`config.mk`:
```
export PLATFORM = sky130hd
export DESIGN_NAME = conv_frame_ctrl_flat
export DESIGN_NICKNAME = d
export VERILOG_FILES = /design/src/rtl/conv_frame_ctrl_if.sv /design/src/rtl/conv_frame_ctrl.sv /design/src/flat_wrapper.sv
export SDC_FILE = /design/constraint.sdc
export NUM_CORES = 1
export LEC_CHECK = 0
export CAP_MARGIN = 15
export CORE_MARGIN = 8
export CORE_UTILIZATION = 33
export CTS_CLUSTER_DIAMETER = 200
export DETAILED_ROUTE_END_ITERATION = 6
export GPL_TIMING_DRIVEN = 0
export PLACE_DENSITY = 0.56
export SLEW_MARGIN = 20
export SYNTH_ARGS = -nofsm -noshare
export SYNTH_HDL_FRONTEND = slang
export SYNTH_SLANG_ARGS = --single-unit
```
`constraint.sdc`:
```
create_clock -name clk -period 3.88 [get_ports clk]
set_input_delay 0.776 -clock clk [delete_from_list [all_inputs] [get_ports clk]]
set_output_delay 0.776 -clock clk [all_outputs]
set_load 0.01 [all_outputs]
```
`src/rtl/conv_frame_ctrl_if.sv`:
```
// Read-side and write-side handshake pair observed by the frame sequencer.
// The datapath drives these signals (master); the sequencer only watches them (slave).
interface conv_frame_ctrl_if;
    logic read_valid;
    logic buf_ready;
    logic conv_valid;
    logic write_ready;

    modport master (
        output read_valid,
        output buf_ready,
        output conv_valid,
        output write_ready
    );

    modport slave (
        input read_valid,
        input buf_ready,
        input conv_valid,
        input write_ready
    );
endinterface

```
`src/rtl/conv_frame_ctrl.sv`:
```
// Frame sequencer for the convolution chain: gates/clears the datapath, counts pixels
// per frame against the geometry, runs back-to-back frames and traps stalls/violations.
module conv_frame_ctrl #(
    parameter int WIDTH       = 32,
    parameter int HEIGHT      = 32,
    parameter int KERNEL_SIZE = 3,
    parameter int TIMEOUT     = 1024,
    localparam int IN_N  = WIDTH * HEIGHT,
    localparam int OUT_N = (WIDTH - KERNEL_SIZE + 1) * (HEIGHT - KERNEL_SIZE + 1),
    localparam int RW    = $clog2(IN_N + 1),
    localparam int WW    = $clog2(OUT_N + 1)
) (
    input  logic                    clk,
    input  logic                    rstb,
    input  logic                    start,
    input  logic                    abort,
    input  logic [7:0]              frames_cfg,
    conv_frame_ctrl_if.slave        hs,
    output logic                    pipe_en,
    output logic                    pipe_clr,
    output logic                    busy,
    output logic                    done,
    output logic                    error,
    output logic [7:0]              frame_idx,
    output logic [RW-1:0]           rd_cnt,
    output logic [WW-1:0]           wr_cnt
);
    localparam int TW = $clog2(TIMEOUT + 1);

    localparam logic [2:0] S_IDLE  = 3'd0;
    localparam logic [2:0] S_CLEAR = 3'd1;
    localparam logic [2:0] S_RUN   = 3'd2;
    localparam logic [2:0] S_NEXT  = 3'd3;
    localparam logic [2:0] S_DONE  = 3'd4;
    localparam logic [2:0] S_ERR   = 3'd5;

    localparam logic [RW-1:0] IN_C     = RW'(IN_N);
    localparam logic [WW-1:0] OUT_LAST = WW'(OUT_N - 1);
    localparam logic [TW-1:0] WD_LAST  = TW'(TIMEOUT - 1);

    logic [2:0]    state, nxt;
    logic [7:0]    nframes;
    logic [TW-1:0] wd;
    logic          rd_fire, wr_fire, rd_full, rd_full_eff;
    logic          overread, frame_end, timeout_hit, cnt_en;

    always_comb begin
        rd_fire     = hs.read_valid & hs.buf_ready;
        wr_fire     = hs.conv_valid & hs.write_ready;
        rd_full     = (rd_cnt == IN_C);
        // input is complete if already full or the final pixel lands in this same cycle
        rd_full_eff = rd_full | (rd_fire & (rd_cnt == IN_C - RW'(1)));
        overread    = rd_fire & rd_full;
        frame_end   = wr_fire & (wr_cnt == OUT_LAST);
        timeout_hit = !rd_fire && !wr_fire && (wd == WD_LAST);

        nxt = state;
        case (state)
            S_IDLE:  if (start) nxt = S_CLEAR;
            S_CLEAR: nxt = S_RUN;
            S_RUN: begin
                if (overread || timeout_hit)
                    nxt = S_ERR;
                else if (frame_end)
                    nxt = !rd_full_eff                  ? S_ERR  :
                          (frame_idx < nframes - 8'd1)  ? S_NEXT : S_DONE;
            end
            S_NEXT:  nxt = S_CLEAR;
            S_DONE:  nxt = S_IDLE;
            S_ERR:   nxt = S_ERR;
            default: nxt = S_IDLE;
        endcase
        if (abort)
            nxt = S_IDLE;

        cnt_en = (state == S_RUN) &&
                 (nxt == S_RUN || nxt == S_NEXT || nxt == S_DONE);
    end

    // Outputs are decoded from the next state so they are registered yet aligned with it.
    always_ff @(posedge clk or negedge rstb) begin
        if (!rstb) begin
            state     <= S_IDLE;
            pipe_en   <= 1'b0;
            pipe_clr  <= 1'b0;
            busy      <= 1'b0;
            done      <= 1'b0;
            error     <= 1'b0;
            nframes   <= 8'd1;
            frame_idx <= '0;
            rd_cnt    <= '0;
            wr_cnt    <= '0;
            wd        <= '0;
        end else begin
            state    <= nxt;
            pipe_en  <= (nxt == S_RUN);
            pipe_clr <= (nxt == S_CLEAR);
            busy     <= (nxt != S_IDLE);
            done     <= (nxt == S_DONE);
            error    <= (nxt == S_ERR);

            if (state == S_IDLE && nxt == S_CLEAR) begin
                nframes   <= (frames_cfg == 8'd0) ? 8'd1 : frames_cfg;
                frame_idx <= '0;
            end else if (state == S_NEXT && nxt == S_CLEAR) begin
                frame_idx <= frame_idx + 8'd1;
            end

            if (nxt == S_CLEAR) begin
                rd_cnt <= '0;
                wr_cnt <= '0;
                wd     <= '0;
            end else if (cnt_en) begin
                rd_cnt <= rd_cnt + RW'(rd_fire);
                wr_cnt <= wr_cnt + WW'(wr_fire);
                wd     <= (rd_fire || wr_fire) ? '0 : wd + TW'(1);
            end
        end
    end
endmodule

```
`src/flat_wrapper.sv`:
```
// flat-port wrapper written by rule: the top's interface ports become plain ports
module conv_frame_ctrl_flat 
#(
    parameter int WIDTH       = 32,
    parameter int HEIGHT      = 32,
    parameter int KERNEL_SIZE = 3,
    parameter int TIMEOUT     = 1024,
    localparam int IN_N  = WIDTH * HEIGHT,
    localparam int OUT_N = (WIDTH - KERNEL_SIZE + 1) * (HEIGHT - KERNEL_SIZE + 1),
    localparam int RW    = $clog2(IN_N + 1),
    localparam int WW    = $clog2(OUT_N + 1)
)
  (clk, rstb, start, abort, frames_cfg, pipe_en, pipe_clr, busy, done, error, frame_idx, rd_cnt, wr_cnt, hs_read_valid, hs_buf_ready, hs_conv_valid, hs_write_ready);
  conv_frame_ctrl_if hs_i ();
  input  logic clk;
  input  logic rstb;
  input  logic start;
  input  logic abort;
  input  logic [7:0] frames_cfg;
  output logic pipe_en;
  output logic pipe_clr;
  output logic busy;
  output logic done;
  output logic error;
  output logic [7:0] frame_idx;
  output logic [RW-1:0] rd_cnt;
  output logic [WW-1:0] wr_cnt;
  input wire logic [$bits(hs_i.read_valid)-1:0] hs_read_valid;
  input wire logic [$bits(hs_i.buf_ready)-1:0] hs_buf_ready;
  input wire logic [$bits(hs_i.conv_valid)-1:0] hs_conv_valid;
  input wire logic [$bits(hs_i.write_ready)-1:0] hs_write_ready;
  assign hs_i.read_valid = hs_read_valid;
  assign hs_i.buf_ready = hs_buf_ready;
  assign hs_i.conv_valid = hs_conv_valid;
  assign hs_i.write_ready = hs_write_ready;
  conv_frame_ctrl #(.WIDTH(WIDTH), .HEIGHT(HEIGHT), .KERNEL_SIZE(KERNEL_SIZE), .TIMEOUT(TIMEOUT)) u_core (.clk(clk), .rstb(rstb), .start(start), .abort(abort), .frames_cfg(frames_cfg), .hs(hs_i), .pipe_en(pipe_en), .pipe_clr(pipe_clr), .busy(busy), .done(done), .error(error), .frame_idx(frame_idx), .rd_cnt(rd_cnt), .wr_cnt(wr_cnt));
endmodule
```
==> results.sh <==
export IMPL_status="finished, final reports clean"
export IMPL_ys_seq_area_share_pct=42.3
export IMPL_stdcell_area_sq_mm=0.00414
export IMPL_yosysMostFrequentCell="nand2_1"
export IMPL_clkTransAtPathRegs_ps=100
export IMPL_p_leak_nw=1.72
export IMPL_syn_area_per_cell_sq_um=9.15
export IMPL_die_w_microns=116
export IMPL_r2r_cells=13
export IMPL_wl_per_cell_microns=15.6
export IMPL_yosysTopAreaCell="dfrtp_1"
export IMPL_fin_crit_sh_pct=94.5
export IMPL_hold_viol=0
export IMPL_peakVddDrop_mv=0.148
export IMPL_grt_pass1_vias=2845
export IMPL_r2r_start="u_core.nframes[5]$_DFFE_PN0P_"
export IMPL_hold_path_class="in2async"
export IMPL_fin_ws_ps=215
export IMPL_syn_num_nets=392
export IMPL_multi_input_area_sq_mm=0.00185
export IMPL_io_buffers=49
export IMPL_cts_buffer_depth=2
export IMPL_pre_cts_ws_ps=-466
export IMPL_drive_above_1_share_pct=9.24
export IMPL_holdBufCountCts=0
export IMPL_drv_slew=0
export IMPL_fin_nets=451
export IMPL_power_switching_mw=0.485
export IMPL_grt_first_pass_wirelength_mm=14.7
export IMPL_synth_top_area_share_pct=41.6
export IMPL_p_seq_share_pct=48.5
export IMPL_synth_area_sq_mm=0.00331
export IMPL_ys_ff_latch=56
export IMPL_grt_max_degree=42
export IMPL_synth_ff_type="dfrtp_1"
export IMPL_drc=0
export IMPL_setup_tns_ps=0
export IMPL_ys_top_cells_by_count="nand2_1, dfrtp_1, nor2_1, a21oi_1, nand3_1"
export IMPL_synth_cell_types=60
export IMPL_combPwrFrac_pct=28.1
export IMPL_setup_viol=0
export IMPL_synth_edf_count=0
export IMPL_core_region_area_sq_mm=0.00977
export IMPL_ys_warn_count=0
export IMPL_finalNonFillerCells=555
export IMPL_path_max_fanout=7
export IMPL_placed_cell_area_sq_mm=0.00399
export IMPL_via_per_inst=5.26
export IMPL_relSlewSlack_pct=66.2
export IMPL_hpwl_mm=6.47
export IMPL_drtPass1Iterations=4
export IMPL_tightest_slew_ps=494
export IMPL_row_count=36
export IMPL_area_growth_pct=25.0
export IMPL_vias=2922
export IMPL_power_mw=1.46
export IMPL_h_tree_depth=2
export IMPL_startpoint="u_core.nframes[5]$_DFFE_PN0P_"
export IMPL_synthCells=362
export IMPL_clockRootBuffer="clkbuf_8"
export IMPL_drt_iter0_drc=145
export IMPL_finalWirelength_mm=8.63
export IMPL_p_per_area_mw_per_mm2=352
export IMPL_clk_latency_ps=320
export IMPL_num_antenna_cells=0
export IMPL_worst_setup_path_type="reg2reg"
export IMPL_ant_nets=0
export IMPL_grt_antenna_before_repair=0
export IMPL_regArea_sq_mm=0.00140
export IMPL_gp_congestion=0.820
export IMPL_r2r_end="u_core.wr_cnt[5]$_DFFE_PN0P_"
export IMPL_die_area_sq_mm=0.0135
export IMPL_layout_min_cycle_time_ps=3670
export IMPL_yosys_top_cells_area="dfrtp_1, nand2_1, ha_1"
export IMPL_cts_tree="yes"
export IMPL_finClkSkew_ps=10.8
export IMPL_r2r_slack_ps=210
export IMPL_drv_cap=0
export IMPL_critPathCaptureType="flop"
export IMPL_crit_required_ps=4120
export IMPL_rsz0062_at_grt="no"
export IMPL_whs_ps=302
export IMPL_gr_usage_all_layers_pct=13.7
export IMPL_fp_dieH_microns=116
export IMPL_place_inst=545
export IMPL_p_int_mw=0.972
export IMPL_io_pins=50
export IMPL_utilization_pct=42.4
export IMPL_p_sw_share_pct=33.3
export IMPL_max_freq_mhz=273
export IMPL_grt_remaining_overflow=0
export IMPL_critPathLaunchType="flop"
export IMPL_arrival_ps=3900
export IMPL_initial_utilization_pct=33.9
export IMPL_clkPwrFrac_pct=23.4
export IMPL_async_flop_share_pct=100
export IMPL_fill_cells=988
export IMPL_cts_buffers=5
export IMPL_cts_sinks=56
-- flip-flops by register name, indices dropped and copies added (netlist names) --
signal and count:
u_core.rd_cnt 11, u_core.wd 11, u_core.wr_cnt 10, u_core.frame_idx 8, u_core.nframes 8, u_core.state 3
u_core.busy 1, u_core.done 1, u_core.error 1, u_core.pipe_clr 1, u_core.pipe_en 1
-- layer usage --
layer / track usage (%) / wire [microns]
met5: 0 / 0
met2: 20.7 / 3950
met3: 2.59 / 403
met1: 19.2 / 4190
met4: 4.41 / 93
-- power by group through the flow --
stage / logic, mW / registers [mW] / clock network (mW)
after floorplan: 0.265 / 0.705 / 0
after global placement: 0.386 / 0.713 / 0
after detailed placement: 0.395 / 0.714 / 0
after CTS: 0.407 / 0.703 / 0.356
after global routing: 0.468 / 0.715 / 0.375
final: 0.410 / 0.706 / 0.341
-- cells in the final DEF (no fill, tap or decap), drive strengths merged, types with 2 or more instances in the layout --
| cell | synthesis | routed |
|---|---|---|
| xnor2 | 16 | 16 |
| o21a | 2 | 2 |
| nand4b | 3 | 3 |
| mux2i | 5 | 5 |
| nor3 | 11 | 11 |
| a211oi | 9 | 9 |
| a41o | 2 | 2 |
| a21oi | 18 | 18 |
| o211ai | 3 | 3 |
| nor2b | 6 | 6 |
| nor2 | 28 | 28 |
| clkdlybuf4s50 | 0 | 48 |
| and4 | 2 | 2 |
| o31ai | 2 | 2 |
| and3 | 3 | 3 |
| a21o | 3 | 3 |
| or3 | 8 | 8 |
| dfrtp | 55 | 55 |
| a31oi | 4 | 4 |
| ha | 14 | 14 |
| nand2b | 2 | 2 |
| or4 | 6 | 6 |
| nand3b | 5 | 5 |
| o21ai | 16 | 16 |
| nand2 | 56 | 56 |
| nand4 | 6 | 6 |
| o22ai | 2 | 2 |
| a22o | 6 | 6 |
| buf | 3 | 9 |
| a2111oi | 2 | 2 |
| inv | 14 | 14 |
| clkbuf | 8 | 14 |
| nor4 | 5 | 5 |
| nand3 | 19 | 19 |
-- area by class of cell --
class | count | area share [%]
Timing Repair Buffer | 53 | 12.8
Clock buffer | 8 | 2.18
Tap cell | 133 | 4.02
Inverter | 14 | 1.27
Sequential cell | 56 | 33.9
Multi-Input combinational cell | 281 | 44.6
Buffer | 10 | 1.24
-- worst max-delay path: stages, from the launching register on --
cell and delay, ps:
dfrtp_1 420, or4_1 580, nor4_2 180, xnor2_1 100, ha_1 230, nor4_2 260, a22oi_1 130, a221oi_2 230
buf_4 190, and3_1 170, o21ai_2 150, a21o_1 240, or4_1 490, a21oi_1 190
-- worst max-delay path by stage --
stage / end / slack [ps]
finish: u_core.wr_cnt[5]$_DFFE_PN0P_ / 210
global placement: u_core.wr_cnt[1]$_DFFE_PN0P_ / -430
global route: u_core.wd[4]$_DFFE_PN0P_ / 30
CTS: u_core.frame_idx[7]$_DFFE_PN0P_ / 10
floorplan: u_core.wd[9]$_DFFE_PN0P_ / 240
detailed placement: u_core.rd_cnt[1]$_DFFE_PN0P_ / -470
-- cell families after synthesis --
logic type | after synthesis | synth area share, %
multiplexers | 5 | 1.51
adder cells (fa/ha/maj) | 14 | 5.29
flip-flops | 56 | 42.3
buffers and inverters | 25 | 3.14
XOR/XNOR | 17 | 4.50
AO/OA/AOI/OAI | 80 | 17.5
AND/OR/NAND/NOR | 165 | 25.7
-- timing repair --
| item | 4_1_cts | 5_1_grt |
|---|---|---|
| resized for setup | 4 | 11 |
| pin swaps | 1 | 2 |
| setup buffers | 1 | 2 |
| setup endpoints to repair | 48 | 45 |
No activity file was read; power rests on OpenSTA's default activity.
==> patch 1, RTL diff (same settings) <==
`WIDTH` is set to 32 in 2 places; all go to 16.
--- a/src/rtl/conv_frame_ctrl.sv
+++ b/src/rtl/conv_frame_ctrl.sv
@@ -3,3 +3,3 @@
 module conv_frame_ctrl #(
-    parameter int WIDTH       = 32,
+    parameter int WIDTH       = 16,
     parameter int HEIGHT      = 32,
--- a/src/flat_wrapper.sv
+++ b/src/flat_wrapper.sv
@@ -3,3 +3,3 @@
 #(
-    parameter int WIDTH       = 32,
+    parameter int WIDTH       = 16,
     parameter int HEIGHT      = 32,
Interface: changed (resized rd_cnt and wr_cnt); port bits go from 50 to 48. The function was not compared with the original's and may differ.
==> patch 1 against the original RTL <==
Area after synthesis is 7.9% lower; sequential cell count is 2 lower; global-route usage is 1.5 points lower; sequential share of layout area is 2.3 points higher; via count is 10% lower; final area is 9.8% lower; core utilization is 1.4 points lower; critical path depth is 1 lower; count of clock-buffer cells in the layout stayed put; total power is 8.2% higher; critical path type unchanged; routed wire length is 13% lower; setup slack better by 0.23 ns.
==> patch 1: results (changes against the original RTL) <==
- Vias per std cell: 5.46 (was 5.26)
- Aggregate global-route resource usage: 12.2% (was 13.7%)
- Cts bufs inserted: 5 (unchanged)
- Int Power: 1.03 mW (was 0.972 mW)
- Drt first pass iters: 4 (unchanged)
- Leak: 1.64 nW (was 1.72 nW)
- Async S/R FF share, synth: 100% (unchanged)
- Yosys Warn Count: 0 (unchanged)
- Root Driver: clkbuf_8 (unchanged)
- Fin cells: 480 (was 555)
- Synth Area in Adders: 5.74% (was 5.29%)
- Clk_lat worst skew: 0.31 ns
- Worst vdd ir: 0.163 mV (was 0.148 mV)
- Final clock skew: 0.00699 ns (was 0.0108 ns)
- Syn nets: 345 (was 392)
- Clock-pin slew on the worst setup and hold paths: 0.10 ns (about the same)
- Share of layout cells above drive strength 1: 8.67% (was 9.24%)
- XOR/XNOR Fraction of Synth Area: 2.01% (was 4.50%)
- Final HPWL DP: 5660 µm (was 6470 µm)
- Crit-path slowest cell: or4_1 (unchanged)
- Mean area per synthesized cell: 9.68 µm² (was 9.15 µm²)
- N_diodes: 0 (unchanged)
- Max incr delay on CP: 0.55 ns (was 0.58 ns)
- Compound-cell area share of the yosys netlist: 15.9% (was 17.5%)
- Initial detailed-routing violation count: 110 (was 145)
- Post-synthesis cell type count: 51 (was 60)
- Setup TNS: 0 ns (unchanged)
- Post-synthesis mux area share: 4.55% (was 1.51%)
- Synth area leaders: dfrtp_1, ha_1, nand2_1 (was dfrtp_1, nand2_1, ha_1)
- Detailed-route wire length: 7490 µm (was 8630 µm)
- First-pass GRT wire length: 12600 µm (was 14700 µm)
- Htree depth: 2 (unchanged)
- Hold Crit Class: in -> async (unchanged)
- Vias in the first global route: 2580 (was 2845)
- Top flop regs: u_core.wd (11), u_core.rd_cnt (10), u_core.wr_cnt (9) (was u_core.rd_cnt (11), u_core.wd (11), u_core.wr_cnt (10))
- Final setup fails: 0 (unchanged)
- # fillers: 884 (was 988)
- Slew margin rel.: 45.5% (was 66.2%)
- Kind of end point of the critical path: flip-flop (unchanged)
- I/O Buffers: 47 (was 49)
- Synth top cells by count: dfrtp_1, nand2_1, nand3_1 (was nand2_1, dfrtp_1, nor2_1)
- GPL Wtd Cong: 0.781 (was 0.820)
- CP max FO: 10 (was 7)
- Initial antenna violation count: 0 (unchanged)
- CP arrival: 3.63 ns (was 3.90 ns)
- Total Nets Final: 398 (was 451)
- Largest net degree at the start of global routing: 55 (was 42)
- Inst Count DP: 473 (was 545)
- Clock Path Buffers: 2 (unchanged)
- Seq/Total Area, Yosys: 44.4% (was 42.3%)
- Outcome: finished clean (unchanged)
## patch 1: path summary, 6_finish.rpt
kind / endpoint / slack (ns) / startpoint / cells past startpoint
max reg2reg: u_core.wd[6] / 0.44 / u_core.nframes[5] / 12
max: u_core.wd[6] / 0.44 / u_core.nframes[5] / 12
max in group asynchronous: u_core.rd_cnt[8] / 2.91 / rstb / 1
min: u_core.nframes[5] / 0.50 / rstb / 1
min reg2reg: u_core.wd[10] / 0.50 / u_core.wd[10] / 1
min in group clk: u_core.wd[10] / 0.50 / u_core.wd[10] / 1
## patch 1: kinds of logic after synthesis
logic type                 after synthesis
muxes                                   13
DFF                                     54
and+or+nand+nor                        142
buffers and inverters                   16
adders and majority gates               14
AOI/OAI and AO/OA                       69
xor gates and xnor gates                 7
## patch 1: worst max-delay path, delay by kind of cell (launching register included)
kind / cells / cell delay (ns)
adder cells (fa/ha/maj): 1 / 0.27
buffers and inverters: 1 / 0.20
AO/OA/AOI/OAI: 6 / 1.37
AND/OR/NAND/NOR: 3 / 0.89
XOR/XNOR: 1 / 0.17
flip-flops: 1 / 0.42
## patch 1: cell type report
cell class	instances	area share, %
clock buffers	8	2.14
repair buffers	47	12.5
multi-input cells	245	43.7
inverters	8	0.804
well taps	111	3.72
plain buffers	7	0.871
flip-flops and latches	54	36.2
## patch 1: stage by stage
step,setup WS (ns),util [%],area [µm²]
2_1_floorplan,0.811,-,3050
3_3_place_gp,0.225,40.2,3660
3_5_place_dp,0.292,40.1,3660
4_1_cts,0.311,41.0,3740
5_1_grt,0.131,41.0,3730
6_report,0.443,41.0,3730
## patch 1: timing repair
item,CTS,global route
setup buffers,0,0
gates resized for setup,0,2
endpoints found under the setup margin,0,10
## patch 1: routing by layer
metal	wire, µm	track usage, %	share of wire [%]	vias to the layer above
met4	84	3.69	1.1	0
met3	278	2.42	3.7	6
li1	-	-	-	1290
met1	3360	14.7	45	1282
met5	0	0	0	-
met2	3760	21.5	50	41
## patch 1: power by group through the flow
stage	logic (mW)	registers (mW)	clock network, mW
after floorplan	0.331	0.746	0
after global placement	0.518	0.753	0
after detailed placement	0.531	0.755	0
after CTS	0.532	0.744	0.325
after global routing	0.597	0.759	0.342
final	0.518	0.743	0.315
==> patch 2, RTL diff (same settings) <==
Without the edit above. Register the output `wr_cnt` once more; this adds one clock of latency there. The other outputs are not delayed to match.
--- a/src/rtl/conv_frame_ctrl.sv
+++ b/src/rtl/conv_frame_ctrl.sv
@@ -40,2 +40,4 @@
 
+    logic [WW-1:0] wr_cnt_s0;
+
     logic [2:0]    state, nxt;
@@ -53,3 +55,3 @@
         overread    = rd_fire & rd_full;
-        frame_end   = wr_fire & (wr_cnt == OUT_LAST);
+        frame_end   = wr_fire & (wr_cnt_s0 == OUT_LAST);
         timeout_hit = !rd_fire && !wr_fire && (wd == WD_LAST);
@@ -91,3 +93,3 @@
             rd_cnt    <= '0;
-            wr_cnt    <= '0;
+            wr_cnt_s0 <= '0;
             wd        <= '0;
@@ -110,3 +112,3 @@
                 rd_cnt <= '0;
-                wr_cnt <= '0;
+                wr_cnt_s0 <= '0;
                 wd     <= '0;
@@ -114,3 +116,3 @@
                 rd_cnt <= rd_cnt + RW'(rd_fire);
-                wr_cnt <= wr_cnt + WW'(wr_fire);
+                wr_cnt_s0 <= wr_cnt_s0 + WW'(wr_fire);
                 wd     <= (rd_fire || wr_fire) ? '0 : wd + TW'(1);
@@ -119,2 +121,6 @@
     end
+    always_ff @(posedge clk) begin
+        wr_cnt <= wr_cnt_s0;
+    end
+
 endmodule
Formal check against the unedited RTL: not equivalent (Yosys sat finds a counterexample within 4 cycles, from zero or initial values and one cycle with rstb low).
==> patch 2 against the original RTL <==
Global-route usage grew 0.13 points; clock skew shrank 0.0021 ns; area after synthesis grew 4.2%; sequential cell count grew 10; routed wire length grew 9.0%; total power grew 37%; setup slack lost 0.18 ns; final area grew 10%; largest power group unchanged.
==> patch 2: results (changes against the original RTL) <==
- Outcome: finished clean (unchanged)
- Worst-Margin Slew: 0.532 ns (was 0.494 ns)
- M2 GR Usage: 22.0% (was 20.7%)
- Post-synthesis mux area share: 4.03% (was 1.51%)
- Met3 Usage GRT: 3.81% (was 2.59%)
- Synth top cells by count: dfrtp_1, nand2_1, nor2_1 (was nand2_1, dfrtp_1, nor2_1)
- Compound-cell area share of the yosys netlist: 15.9% (was 17.5%)
- Post-synth EDFFs: 0 (unchanged)
- Top flop regs: u_core.rd_cnt (11), u_core.wd (11) (was u_core.rd_cnt (11), u_core.wd (11), u_core.wr_cnt (10))
- Htree depth: 3 (was 2)
- Vias: 2989 (was 2922)
- Met2 wire length: 4420 µm (was 3950 µm)
- Share of layout cells above drive strength 1: 15.2% (was 9.24%)
- Clock-pin slew on the worst setup and hold paths: 0.08 ns (was 0.10 ns)
- Met1 usage: 17.5% (was 19.2%)
- Syn nets: 378 (was 392)
- Aggregate global-route resource usage: 13.8% (was 13.7%)
- Total Nets Final: 446 (was 451)
- Post-synthesis cell type count: 59 (was 60)
- Final HPWL DP: 6670 µm (was 6470 µm)
- Crit-path slowest cell: or4_4 (was or4_1)
- Wire length on met1: 4310 µm (was 4190 µm)
- Clk_lat worst skew: 0.35 ns (was 0.32 ns)
- Post-place setup slack: -0.324 ns (was -0.466 ns)
- Yosys Warn Count: 0 (unchanged)
- Initial detailed-routing violation count: 188 (was 145)
- Inst Count DP: 534 (was 545)
- Mean area per synthesized cell: 9.91 µm² (was 9.15 µm²)
- Leak: 1.89 nW (was 1.72 nW)
- Synth Area in Adders: 5.08% (was 5.29%)
- CP arrival: 4.13 ns (was 3.90 ns)
- GRT Residual Overflow: 0 (unchanged)
- First-pass GRT wire length: 15800 µm (was 14700 µm)
- I/O Buffers: 49 (unchanged)
- Seq/Total Area, Yosys: 46.5% (was 42.3%)
- Synth area leaders: dfrtp_1, dfxtp_1, ha_1 (was dfrtp_1, nand2_1, ha_1)
- Synth Flop Type: dfrtp_1 (unchanged)
- Final clock skew: 0.00872 ns (was 0.0108 ns)
- CP max FO: 7 (unchanged)
- WL met3: 563 µm (was 403 µm)
- Dpl cell area: 4130 µm² (was 3990 µm²)
- XOR/XNOR Fraction of Synth Area: 2.79% (was 4.50%)
- Largest net degree at the start of global routing: 38 (was 42)
- Hold Crit Class: in -> async (unchanged)
- Detailed-route wire length: 9410 µm (was 8630 µm)
- GPL Wtd Cong: 0.829 (was 0.820)
- Async S/R FF share, synth: 84.8% (was 100%)
- Worst vdd ir: 0.168 mV (was 0.148 mV)
- Vias per std cell: 5.37 (was 5.26)
- Vias in the first global route: 3101 (was 2845)
- N_diodes: 0 (unchanged)
- Top delay family on crit path: simple AND/OR/NAND/NOR gates (unchanged)
- Post-CTS sizing: 5 (was 4)
- Clock Path Buffers: 2 (unchanged)
- Cts bufs inserted: 9 (was 5)
- Root Driver: clkbuf_8 (unchanged)
[patch 2: final cells by class]
type | instances | area (µm²)
Fill cell | 974 | 5660
Tap cell | 136 | 170
Inverter | 10 | 37.5
Multi-Input combinational cell | 259 | 1840
Buffer | 13 | 86.3
Sequential cell | 66 | 1600
Clock buffer | 10 | 138
Timing Repair Buffer | 57 | 558
Clock inverter | 6 | 138
[patch 2: worst paths after layout]
path,from,end,slack (ns),cells after the start
min reg2reg,u_core.wr_cnt_s0[4],u_core.wr_cnt[4],0.39,0
min in group clk,u_core.wr_cnt_s0[4],u_core.wr_cnt[4],0.39,0
max reg2reg,u_core.nframes[5],u_core.wr_cnt_s0[6],0.04,13
max,u_core.nframes[5],u_core.wr_cnt_s0[6],0.04,13
min,rstb,u_core.frame_idx[7],0.31,1
max in group asynchronous,rstb,u_core.nframes[0],3.03,2
[patch 2: where the power goes]
group / total (mW) / internal [mW] / switching (mW)
registers: 0.813 / 0.744 / 0.0692
logic: 0.393 / 0.189 / 0.204
clock network: 0.796 / 0.512 / 0.284
